[src/rtl/serial_frame_rx_if.sv]
// Serial frame receiver bus: serial input, consumer ack, received word.
// Master drives the line and the acknowledge; slave is the receiver.
interface serial_frame_rx_if #(
  parameter int DATA_W = 8
);
  logic              serIn;
  logic              transmitted;
  logic              seroutvalid;
  logic [DATA_W-1:0] dataOut;
  logic              busy;
  logic              frameErr;

  modport master (
    output serIn, transmitted,
    input  seroutvalid, dataOut, busy, frameErr
  );

  modport slave (
    input  serIn, transmitted,
    output seroutvalid, dataOut, busy, frameErr
  );
endinterface

[src/rtl/serial_frame_rx.sv]
// Serial frame receiver: zero preamble, start bit, MSB-first payload.
// Define PARITY_EN to add an even-parity bit after the payload.
module serial_frame_rx #(
  parameter int DATA_W  = 8,
  parameter int PRE_LEN = 2
) (
  input logic             clk,
  input logic             rst,
  serial_frame_rx_if.slave rx
);

  localparam int BW = $clog2(DATA_W + 1);
  localparam int ZW = $clog2(PRE_LEN + 1);
  localparam logic [BW-1:0] LAST  = BW'(DATA_W - 1);
  localparam logic [ZW-1:0] ZLAST = ZW'(PRE_LEN - 1);

`ifdef PARITY_EN
  typedef enum logic [2:0] {
    IDLE  = 3'd0,
    SYNC  = 3'd1,
    DATA  = 3'd2,
    PAR   = 3'd3,
    VALID = 3'd4
  } state_e;
`else
  typedef enum logic [2:0] {
    IDLE  = 3'd0,
    SYNC  = 3'd1,
    DATA  = 3'd2,
    VALID = 3'd4
  } state_e;
`endif

  state_e            state_q, state_d;
  logic [ZW-1:0]     zcnt_q, zcnt_d;
  logic [BW-1:0]     bcnt_q, bcnt_d;
  logic [DATA_W-1:0] sh_q, sh_d;
  logic [DATA_W-1:0] dout_q, dout_d;
  logic [DATA_W-1:0] sh_nxt;
`ifdef PARITY_EN
  logic              err_q, err_d;
`endif

  assign sh_nxt = DATA_W'({sh_q, rx.serIn});

  always_ff @(posedge clk) begin
    if (rst) begin
      state_q <= IDLE;
      zcnt_q  <= '0;
      bcnt_q  <= '0;
      sh_q    <= '0;
      dout_q  <= '0;
`ifdef PARITY_EN
      err_q   <= 1'b0;
`endif
    end else begin
      state_q <= state_d;
      zcnt_q  <= zcnt_d;
      bcnt_q  <= bcnt_d;
      sh_q    <= sh_d;
      dout_q  <= dout_d;
`ifdef PARITY_EN
      err_q   <= err_d;
`endif
    end
  end

  // zero counter only runs in IDLE, so VALID-time bits never count
  always_comb begin
    state_d = state_q;
    zcnt_d  = '0;
    bcnt_d  = bcnt_q;
    sh_d    = sh_q;
    dout_d  = dout_q;
`ifdef PARITY_EN
    err_d   = 1'b0;
`endif
    unique case (state_q)
      IDLE: begin
        if (!rx.serIn) begin
          if (zcnt_q == ZLAST) state_d = SYNC;
          else zcnt_d = zcnt_q + 1'b1;
        end
      end
      SYNC: begin
        if (rx.serIn) begin
          state_d = DATA;
          bcnt_d  = '0;
        end
      end
      DATA: begin
        sh_d   = sh_nxt;
        bcnt_d = bcnt_q + 1'b1;
        if (bcnt_q == LAST) begin
`ifdef PARITY_EN
          state_d = PAR;
`else
          state_d = VALID;
          dout_d  = sh_nxt;
`endif
        end
      end
`ifdef PARITY_EN
      PAR: begin
        if (^{sh_q, rx.serIn}) begin
          state_d = IDLE;
          err_d   = 1'b1;
        end else begin
          state_d = VALID;
          dout_d  = sh_q;
        end
      end
`endif
      VALID: begin
        if (rx.transmitted) state_d = IDLE;
      end
      default: state_d = IDLE;
    endcase
  end

  always_comb begin
    rx.seroutvalid = 1'b0;
    rx.busy        = 1'b0;
    unique case (state_q)
      DATA:    rx.busy = 1'b1;
`ifdef PARITY_EN
      PAR:     rx.busy = 1'b1;
`endif
      VALID:   rx.seroutvalid = 1'b1;
      default: ;
    endcase
  end

  assign rx.dataOut = dout_q;
`ifdef PARITY_EN
  assign rx.frameErr = err_q;
`else
  assign rx.frameErr = 1'b0;
`endif

endmodule

[src/flat_wrapper.sv]
// flat-port wrapper written by rule: the top's interface ports become plain ports
module serial_frame_rx_flat 
#(
  parameter int DATA_W  = 8,
  parameter int PRE_LEN = 2
)
  (clk, rst, rx_serIn, rx_transmitted, rx_seroutvalid, rx_dataOut, rx_busy, rx_frameErr);
  serial_frame_rx_if #(.DATA_W(DATA_W)) rx_i ();
  input logic clk;
  input logic rst;
  input wire logic [$bits(rx_i.serIn)-1:0] rx_serIn;
  input wire logic [$bits(rx_i.transmitted)-1:0] rx_transmitted;
  output wire logic [$bits(rx_i.seroutvalid)-1:0] rx_seroutvalid;
  output wire logic [$bits(rx_i.dataOut)-1:0] rx_dataOut;
  output wire logic [$bits(rx_i.busy)-1:0] rx_busy;
  output wire logic [$bits(rx_i.frameErr)-1:0] rx_frameErr;
  assign rx_i.serIn = rx_serIn;
  assign rx_i.transmitted = rx_transmitted;
  assign rx_seroutvalid = rx_i.seroutvalid;
  assign rx_dataOut = rx_i.dataOut;
  assign rx_busy = rx_i.busy;
  assign rx_frameErr = rx_i.frameErr;
  serial_frame_rx #(.DATA_W(DATA_W), .PRE_LEN(PRE_LEN)) u_core (.clk(clk), .rst(rst), .rx(rx_i));
endmodule
[config.mk]
export PLATFORM = sky130hd
export DESIGN_NAME = serial_frame_rx_flat
export DESIGN_NICKNAME = d
export VERILOG_FILES = /design/src/rtl/serial_frame_rx_if.sv /design/src/rtl/serial_frame_rx.sv /design/src/flat_wrapper.sv
export SDC_FILE = /design/constraint.sdc
export NUM_CORES = 1
export LEC_CHECK = 0
export BUFFER_PORTS_ARGS = -buffer_cell sky130_fd_sc_hd__buf_2
export CAP_MARGIN = 10
export CORE_ASPECT_RATIO = 1.75
export CORE_MARGIN = 5
export CORE_UTILIZATION = 33
export DETAILED_ROUTE_END_ITERATION = 16
export GPL_TIMING_DRIVEN = 0
export PLACE_DENSITY = 0.5
export SYNTH_ARGS = -nofsm -noshare
export SYNTH_HDL_FRONTEND = slang
export SYNTH_SLANG_ARGS = --single-unit
[constraint.sdc]
create_clock -name clk -period 1.4 [get_ports clk]
set_input_delay 0.14 -clock clk [delete_from_list [all_inputs] [get_ports clk]]
set_output_delay 0.14 -clock clk [all_outputs]
set_load 0.01 [all_outputs]
### Yosys cells after proc, flatten, opt, wreduce, memory -nomap -nowiden

Index checks and enable logic that the tools add are counted.

* flip-flop bits (word level): 24
* bits of input ports: 4
* output and inout bits: 11

* add/subtract/negate cells: 2
* equality and inequality tests: 10
* muxes and demuxes: 10
* bitwise logic cells: 1
* reductions and logical operators: 6

Operators by type and width (count)
* two-way mux 3 bit: 5
* one-hot mux 3 bit (4 select lines): 1
* one-hot mux 4 bit (2 select lines): 1
* != test 2 bit, second input constant: 3
* AND reduction 5 bit: 1
* adder 4 x 1 -> 4 bit, second input constant: 1
* equality test 4 x 3 -> 1 bit, second input constant: 1
* two-way mux 4 bit: 1
* != test 2 x 1 -> 1 bit, second input constant: 2
* AND reduction 2 bit: 2
* OR reduction 4 bit: 1
* equality test 3 x 1 -> 1 bit, second input constant: 1
* equality test 3 x 2 -> 1 bit, second input constant: 1
* equality test 3 bit, second input constant: 1
* zero test 3 bit: 1
* adder 2 x 1 -> 2 bit, second input constant: 1
* equality test 2 x 1 -> 1 bit, second input constant: 1
* two-way mux 1 bit: 2
* nonzero test 2 bit: 1
* NOT 1 bit: 1

### Logic depth before layout (Yosys ltp)

Gate-level depths: netlist of the first run.

* depth after elaboration: 4
* gate-level depth with buffers: 7

### Worst setup path before layout of the first run

Ideal clock, no wire load.

* path type: register -> register
* from: reg u_core.bcnt_q[0]
* to: reg u_core.state_q[2]
* arrival time: 1287 ps
* setup slack: 28 ps
* cell stages (with the launch flop): 5
* clock period less this slack: 1372 ps
* cell sequence: dfxtp_1 ha_1 nand2_1 or4b_1 a211oi_1

* word-level cells in the longest chain between the ends: 3

RTL lines
* from (decl): RTL line serial_frame_rx.sv:36 `logic [BW-1:0] bcnt_q, bcnt_d;`
* from (signal assigned): RTL line serial_frame_rx.sv:59 `bcnt_q <= bcnt_d;`
* equality test 4 x 3 -> 1 bit: RTL line serial_frame_rx.sv:94 `if (bcnt_q == LAST) begin`
* != test 2 x 1 -> 1 bit (no source line)
* AND reduction 5 bit (no source line)
* to (signal assigned): RTL line serial_frame_rx.sv:57 `state_q <= state_d;`
* to (decl): RTL line serial_frame_rx.sv:34 `state_e state_q, state_d;`

Every way passes these cells.
A chain may end at the register's enable or synchronous reset.

### Worst setup path in the final report of the first run

* from: reg u_core.state_q[0]
* to: out rx_busy

* word-level cells in the longest chain between the ends: 2

RTL lines
* equality test 3 x 2 -> 1 bit: RTL line serial_frame_rx.sv:124 `unique case (state_q)`
* two-way mux 1 bit: RTL line serial_frame_rx.sv:124
* to (decl): RTL line flat_wrapper.sv:15 `output wire logic [$bits(rx_i.busy)-1:0] rx_busy;`

Every way passes these cells.

==> flow_summary.ini, run 1 <==
[logic_synthesis]
yosysMostFrequentCell = dfxtp_1
syn_area_sq_um = 1016
synth_area_leaders = dfxtp_1 47%, a21oi_1 9.4%, nand2_1 7.0%, nand3_1 5.9%, o21ai_0 4.4%
async_flop_share = 0
syn_inst = 120
ys_top_cells_by_count = 24 x dfxtp_1, 19 x a21oi_1, 19 x nand2_1
synth_top_cell_by_area = dfxtp_1
syn_area_per_cell_sq_um = 8.466
syn-num-nets = 126
synth_edf_count = 0
yosys_warnings = 0
yosysTopAreaCellShare = 0.4729
yosysUniqueCellTypes = 30
synthFlopType = dfxtp_1
ys_seq_area_frac = 0.4729
synth_seq_cells = 24

[global_route]
track_usage = 0.1163
antenna_found_initial = 0
grt_pass1_vias = 856
grt-ovfl-total = 0
grt_pass1_wl_um = 3960
grt_max_degree = 14

[cells_and_area]
drive_gt1_frac = 0.2643
final_util = 0.4248
diodes = 0
nets = 147
area_delta_synth_final_pct = 23.77

[clock_tree]
cts_made_buffers = 3
clockBufferDepth = 2
cts_tree = built
clockRootBuffer = clkbuf_8
clock_latency_ns = 0.26
cts-htree-levels = 1
cts_num_sinks = 24
cts_hold_buf = 0
clk_pin_slew_worst_paths_ns = 0.09

[placement]
portBuffers = 13
dpl.hpwl_um = 1724
gp_congestion = 0.7484

[timing]
hold_violations = 0
rsz0062_at_grt = yes
fin_ws_ns = -0.009689
min_period_over_period = 1.007
setup_tns_ns = -0.009689
drv_slew = 0
skew_ns = 0.006714
hold_ws_ns = 0.09143
setup_viol = 1
timing.fmax_mhz = 709.4
period_needed_ns = 1.410

[die]
num_io_pins = 15
die_height_um = 83.40
core_sq_um = 2960
rows = 26
chipWidth_um = 51.95
die_area_sq_um = 4332
initial_core_util = 0.3432

[critical_path]
cp.required_ns = 1.26
path_class = reg2out
critPathMaxFanout = 7
crit_arrival_ns = 1.27
end_kind = output port
startpoint_type = flip-flop

[min_path]
hold_class = in2reg

[pwr]
p_leak_nw = 0.4559
p_per_area_nw_per_um2 = 962.7
irDropWorstVdd_v = 0.0005362

[job]
maxCapViolCount = 0

[route]
wl_per_cell_um = 12.82
vias_per_cell = 4.896
antenna_left = 0
drt_pass1_iterations = 4
vias = 891
dr.first_iter.drc_count = 25
route.detailed.drc = 0
wl_um = 2334

[status]
violations = setup timing
status = finished, violations left
==> state kept, by name, summed over array words and instances (netlist names) <==
signal and flops:
u_core.bcnt_q 4, u_core.zcnt_q 2, u_core.sh_q 7, u_core.rx.dataOut 8, u_core.state_q 3
==> metal layers <==
metal	up-vias	routed length, um	GRT usage
met5	-	0	0
li1	458	-	-
met2	14	1316	0.2245
met3	2	66	0.01613
met1	417	931	0.1213
met4	0	20	0.03341
==> cell type report <==
type / instances / area [sq um]
repair buffers: 20 / 123.9
fillers: 305 / 1703
inverters: 2 / 15.01
plain buffers: 5 / 33.78
well taps: 42 / 52.55
multi-input cells: 85 / 486.7
flip-flops and latches: 24 / 490.5
clock buffers: 4 / 55.05
==> placed cells by master, fill, tap and decap left out, types with 2 or more instances in the layout <==
master,count
a21oi_1,19
dfxtp_1,20
buf_2,12
buf_4,9
o21ai_0,9
a211oi_1,2
nand3_1,12
nand2_1,18
clkbuf_8,4
buf_6,2
nor2_1,5
nor2b_1,2
clkbuf_1,2
dfxtp_4,2
dfxtp_2,2
==> worst max-delay path: stages, from the launching register on <==
cell and delay [ns]:
dfxtp_4 0.37, or3b_1 0.36, buf_6 0.14, inv_8 0.04
buf_6 0.09
==> metrics by stage <==
step | std cells | power [mW] | area (sq um) | worst slack, ns
floorplan | 120 | 0.7423 | 1016 | 0.02778
global placement | 175 | 0.7590 | 1134 | -0.08743
detailed placement | 175 | 0.7597 | 1134 | -0.08462
CTS | 181 | 1.222 | 1232 | -0.04081
global route | 182 | 1.258 | 1257 | -0.03553
finish | 182 | 1.211 | 1257 | -0.009689
==> kinds of logic (layout without fill, tap and decap cells) <==
group / count (synthesis) / after routing / share of synthesized area
AO/OA/AOI/OAI: 32 / 32 / 0.1699
adder cells (fa/ha/maj): 2 / 2 / 0.02463
buffers and inverters: 11 / 31 / 0.07265
flip-flops: 24 / 24 / 0.4729
multiplexers: 1 / 1 / 0.009853
other: 1 / 1 / 0.003691
AND/OR/NAND/NOR: 49 / 49 / 0.2463
==> path summary, 6_finish.rpt <==
path                                       start                             to  slack [ns]  cells past startpoint
setup / recovery  u_core.state_q[0]$_SDFFE_PP0P_                        rx_busy       -0.01                      4
hold / removal                               rst  u_core.bcnt_q[2]$_SDFFE_PP0P_        0.09                      2
setup reg to reg  u_core.state_q[0]$_SDFFE_PP0P_  u_core.bcnt_q[0]$_SDFFE_PP0P_        0.05                      6
hold reg to reg      u_core.zcnt_q[0]$_SDFF_PP0_    u_core.zcnt_q[0]$_SDFF_PP0_        0.43                      1
==> where the power goes <==
group	switching, mW	internal [mW]
sequential	0.00464	0.685
combinational	0.0330	0.0236
clock	0.214	0.250
total	0.251	0.959
==> repair_timing <==
item / 4_1_cts / 5_1_grt
buffers inserted: 4 / 3
pin swaps: 0 / 2
endpoints found under the setup margin: 14 / 21
gates cloned: 0 / 0
gates resized for setup: 10 / 5
No activity file was read; power rests on OpenSTA's default activity.
==> inputs of run 2 (changes only) <==
--- a/config.mk
+++ b/config.mk
@@ -5,6 +5,7 @@
 export SDC_FILE = /design/constraint.sdc
 export NUM_CORES = 1
 export LEC_CHECK = 0
+export ABC_AREA = 1
 export BUFFER_PORTS_ARGS = -buffer_cell sky130_fd_sc_hd__buf_2
 export CAP_MARGIN = 10
 export CORE_ASPECT_RATIO = 1.75
==> run 2 against run 1 <==
Compared with the run above:
- the run now ends clean
- total power grew 16%
- sequential power grew 5.9%
- combinational power rose to 3.8 times the previous value
- sequential share of layout area rose by 2.4 points
- highest routed layer unchanged
==> flow_summary.ini, run 2 <==
[timing]
fin_ws_ns = 0.1086
rsz0062_at_grt = no
timing.fmax_mhz = 774.3
period_needed_ns = 1.291
hold_violations = 0
setup_tns_ns = 0
min_period_over_period = 0.9224
drv_slew = 0
setup_viol = 0
skew_ns = 0.005361

[cells_and_area]
diodes = 0
area_delta_synth_final_pct = 16.85
final_area_sq_um = 1162
largest_reg_flops = 8
nets = 154
layout_commonest_cell = nand2_1
final_cells = 175
drive_gt1_frac = 0.2177
most-common-layout-cells = 27 x nand2_1, 23 x dfxtp_1, 17 x nor2_1

[logic_synthesis]
synth_seq_cells = 24
syn_area_sq_um = 994.7
ys_seq_area_frac = 0.4830
syn_inst = 129
yosysTopAreaCellShare = 0.4830
yosys_warnings = 0
yosysUniqueCellTypes = 22
syn-num-nets = 135
syn_area_per_cell_sq_um = 7.711
synth_top_cell_by_area = dfxtp_1
async_flop_share = 0
ys_top_cells_by_count = 27 x nand2_1, 24 x dfxtp_1, 17 x nor2_1
yosysMostFrequentCell = nand2_1
synth_area_leaders = dfxtp_1 48%, nand2_1 10%, a21oi_1 8.1%, nor2_1 6.4%, o21ai_0 5.0%
synthFlopType = dfxtp_1
synth_edf_count = 0

[critical_path]
worst-path-buf-inv = 4
cp.depth = 5
r2r_cells = 6
cp.required_ns = 1.26
critPathMostFrequentCell = inv_2
path_class = reg2out
slowest_stage = dfxtp_2
crit_chain = inv_2 -> nand3_2 -> inv_2 -> buf_6 -> buf_2
crit_family = buffers and inverters
end_kind = output port
startpoint_type = flip-flop
critPathMaxFanout = 10
slowest_delay_ns = 0.36
crit_arrival_ns = 1.15

[die]
initial_core_util = 0.3397
die_area_sq_um = 4255
chipWidth_um = 51.50
die_height_um = 82.63
num_io_pins = 15
rows = 26
core_sq_um = 2928

[global_route]
grt_pass1_vias = 736
grt_max_degree = 14
grt_pass1_wl_um = 3105
antenna_found_initial = 0
track_usage = 0.09640
grt-ovfl-total = 0

[placement]
place_ws_ns = 0.1130
dpl_cell_area_sq_um = 1095
portBuffers = 13
dpl.hpwl_um = 1414
gp_congestion = 0.7243
dp.cells = 170

[route]
dr.first_iter.drc_count = 13
antenna_left = 0
vias_per_cell = 4.709
wl_per_cell_um = 10.83
vias = 824
wl_um = 1896
route.detailed.drc = 0
drt_pass1_iterations = 4

[clock_tree]
cts_made_buffers = 3
cts_tree = built
clk_pin_slew_worst_paths_ns = 0.09
clock_latency_ns = 0.26
cts-htree-levels = 1
clockRootBuffer = clkbuf_8
clockBufferDepth = 2
cts_hold_buf = 0
cts_num_sinks = 24

[pwr]
p_per_area_nw_per_um2 = 1213
irDropWorstVdd_v = 0.0005222
p_leak_nw = 0.4991

[min_path]
hold_class = in2reg
holdPathStages = 2

[job]
maxCapViolCount = 0

[status]
status = finished, final reports clean
==> run 2: cell count changes after synthesis, sizes merged, moves of 2 or more <==
cell / before / now
inv: 2 / 12
o21ai: 9 / 11
nand2: 19 / 29
nand3: 12 / 6
nor2b: 2 / 0
clkbuf: 4 / 1
a21oi: 19 / 16
a211oi: 2 / 0
nor2: 5 / 20
==> run 2: final cells by class <==
cell class / instances / area, sq um
repair buffers: 14 / 72.57
flip-flops and latches: 24 / 481.7
well taps: 28 / 35.03
inverters: 12 / 47.55
multi-input cells: 88 / 432.9
fillers: 325 / 1765
clock buffers: 4 / 55.05
plain buffers: 5 / 37.54
==> run 2: stage by stage <==
stage,power (mW),util,hold slack [ns]
after detailed placement,0.9548,0.3739,0.3696
final,1.410,0.3970,0.09413
after floorplan,0.9060,-,0.2091
after global placement,0.9519,0.3739,0.3714
after global routing,1.487,0.3970,0.08172
after CTS,1.420,0.3940,0.08704
==> run 2: timing repair <==
item | in CTS | in global routing
resized for setup | 2 | 1
setup endpoints to repair | 1 | 1
cloned | 0 | 0
buffers inserted | 0 | 1
==> run 2: path summary, 6_finish.rpt <==
check / start / slack, ns / to
worst max-delay path: u_core.state_q[0]$_SDFFE_PP0P_ / 0.11 / rx_busy
worst min-delay path: rst / 0.09 / u_core.sh_q[5]$_SDFFE_PP0N_
worst max register to register: u_core.bcnt_q[0]$_SDFFE_PP0P_ / 0.13 / u_core.rx.dataOut[4]$_SDFFE_PP0P_
worst min register to register: u_core.zcnt_q[0]$_SDFF_PP0_ / 0.44 / u_core.zcnt_q[0]$_SDFF_PP0_
==> run 2: cell families (layout without fill, tap and decap cells) <==
logic type,Yosys count,count (layout),synth area share
compound gates,27,27,0.1358
simple gates,58,58,0.2704
buf+inv,17,35,0.08175
fa+ha+maj,2,2,0.02515
other cells,1,1,0.003770
flops,24,24,0.4830
==> run 2: metal layers <==
| metal | track usage | vias up | share of wire |
|---|---|---|---|
| met1 | 0.1096 | 367 | 0.46 |
| met2 | 0.1696 | 8 | 0.50 |
| met5 | 0 | - | 0 |
| li1 | - | 447 | - |
| met3 | 0.01795 | 2 | 0.027 |
| met4 | 0.04724 | 0 | 0.011 |
==> run 2: power breakdown <==
group / internal, mW / leakage (nW) / switching, mW
Sequential: 0.707 / 0.194 / 0.0247
Clock: 0.250 / 0.0288 / 0.211
Combinational: 0.0823 / 0.276 / 0.134
Total: 1.04 / 0.499 / 0.370
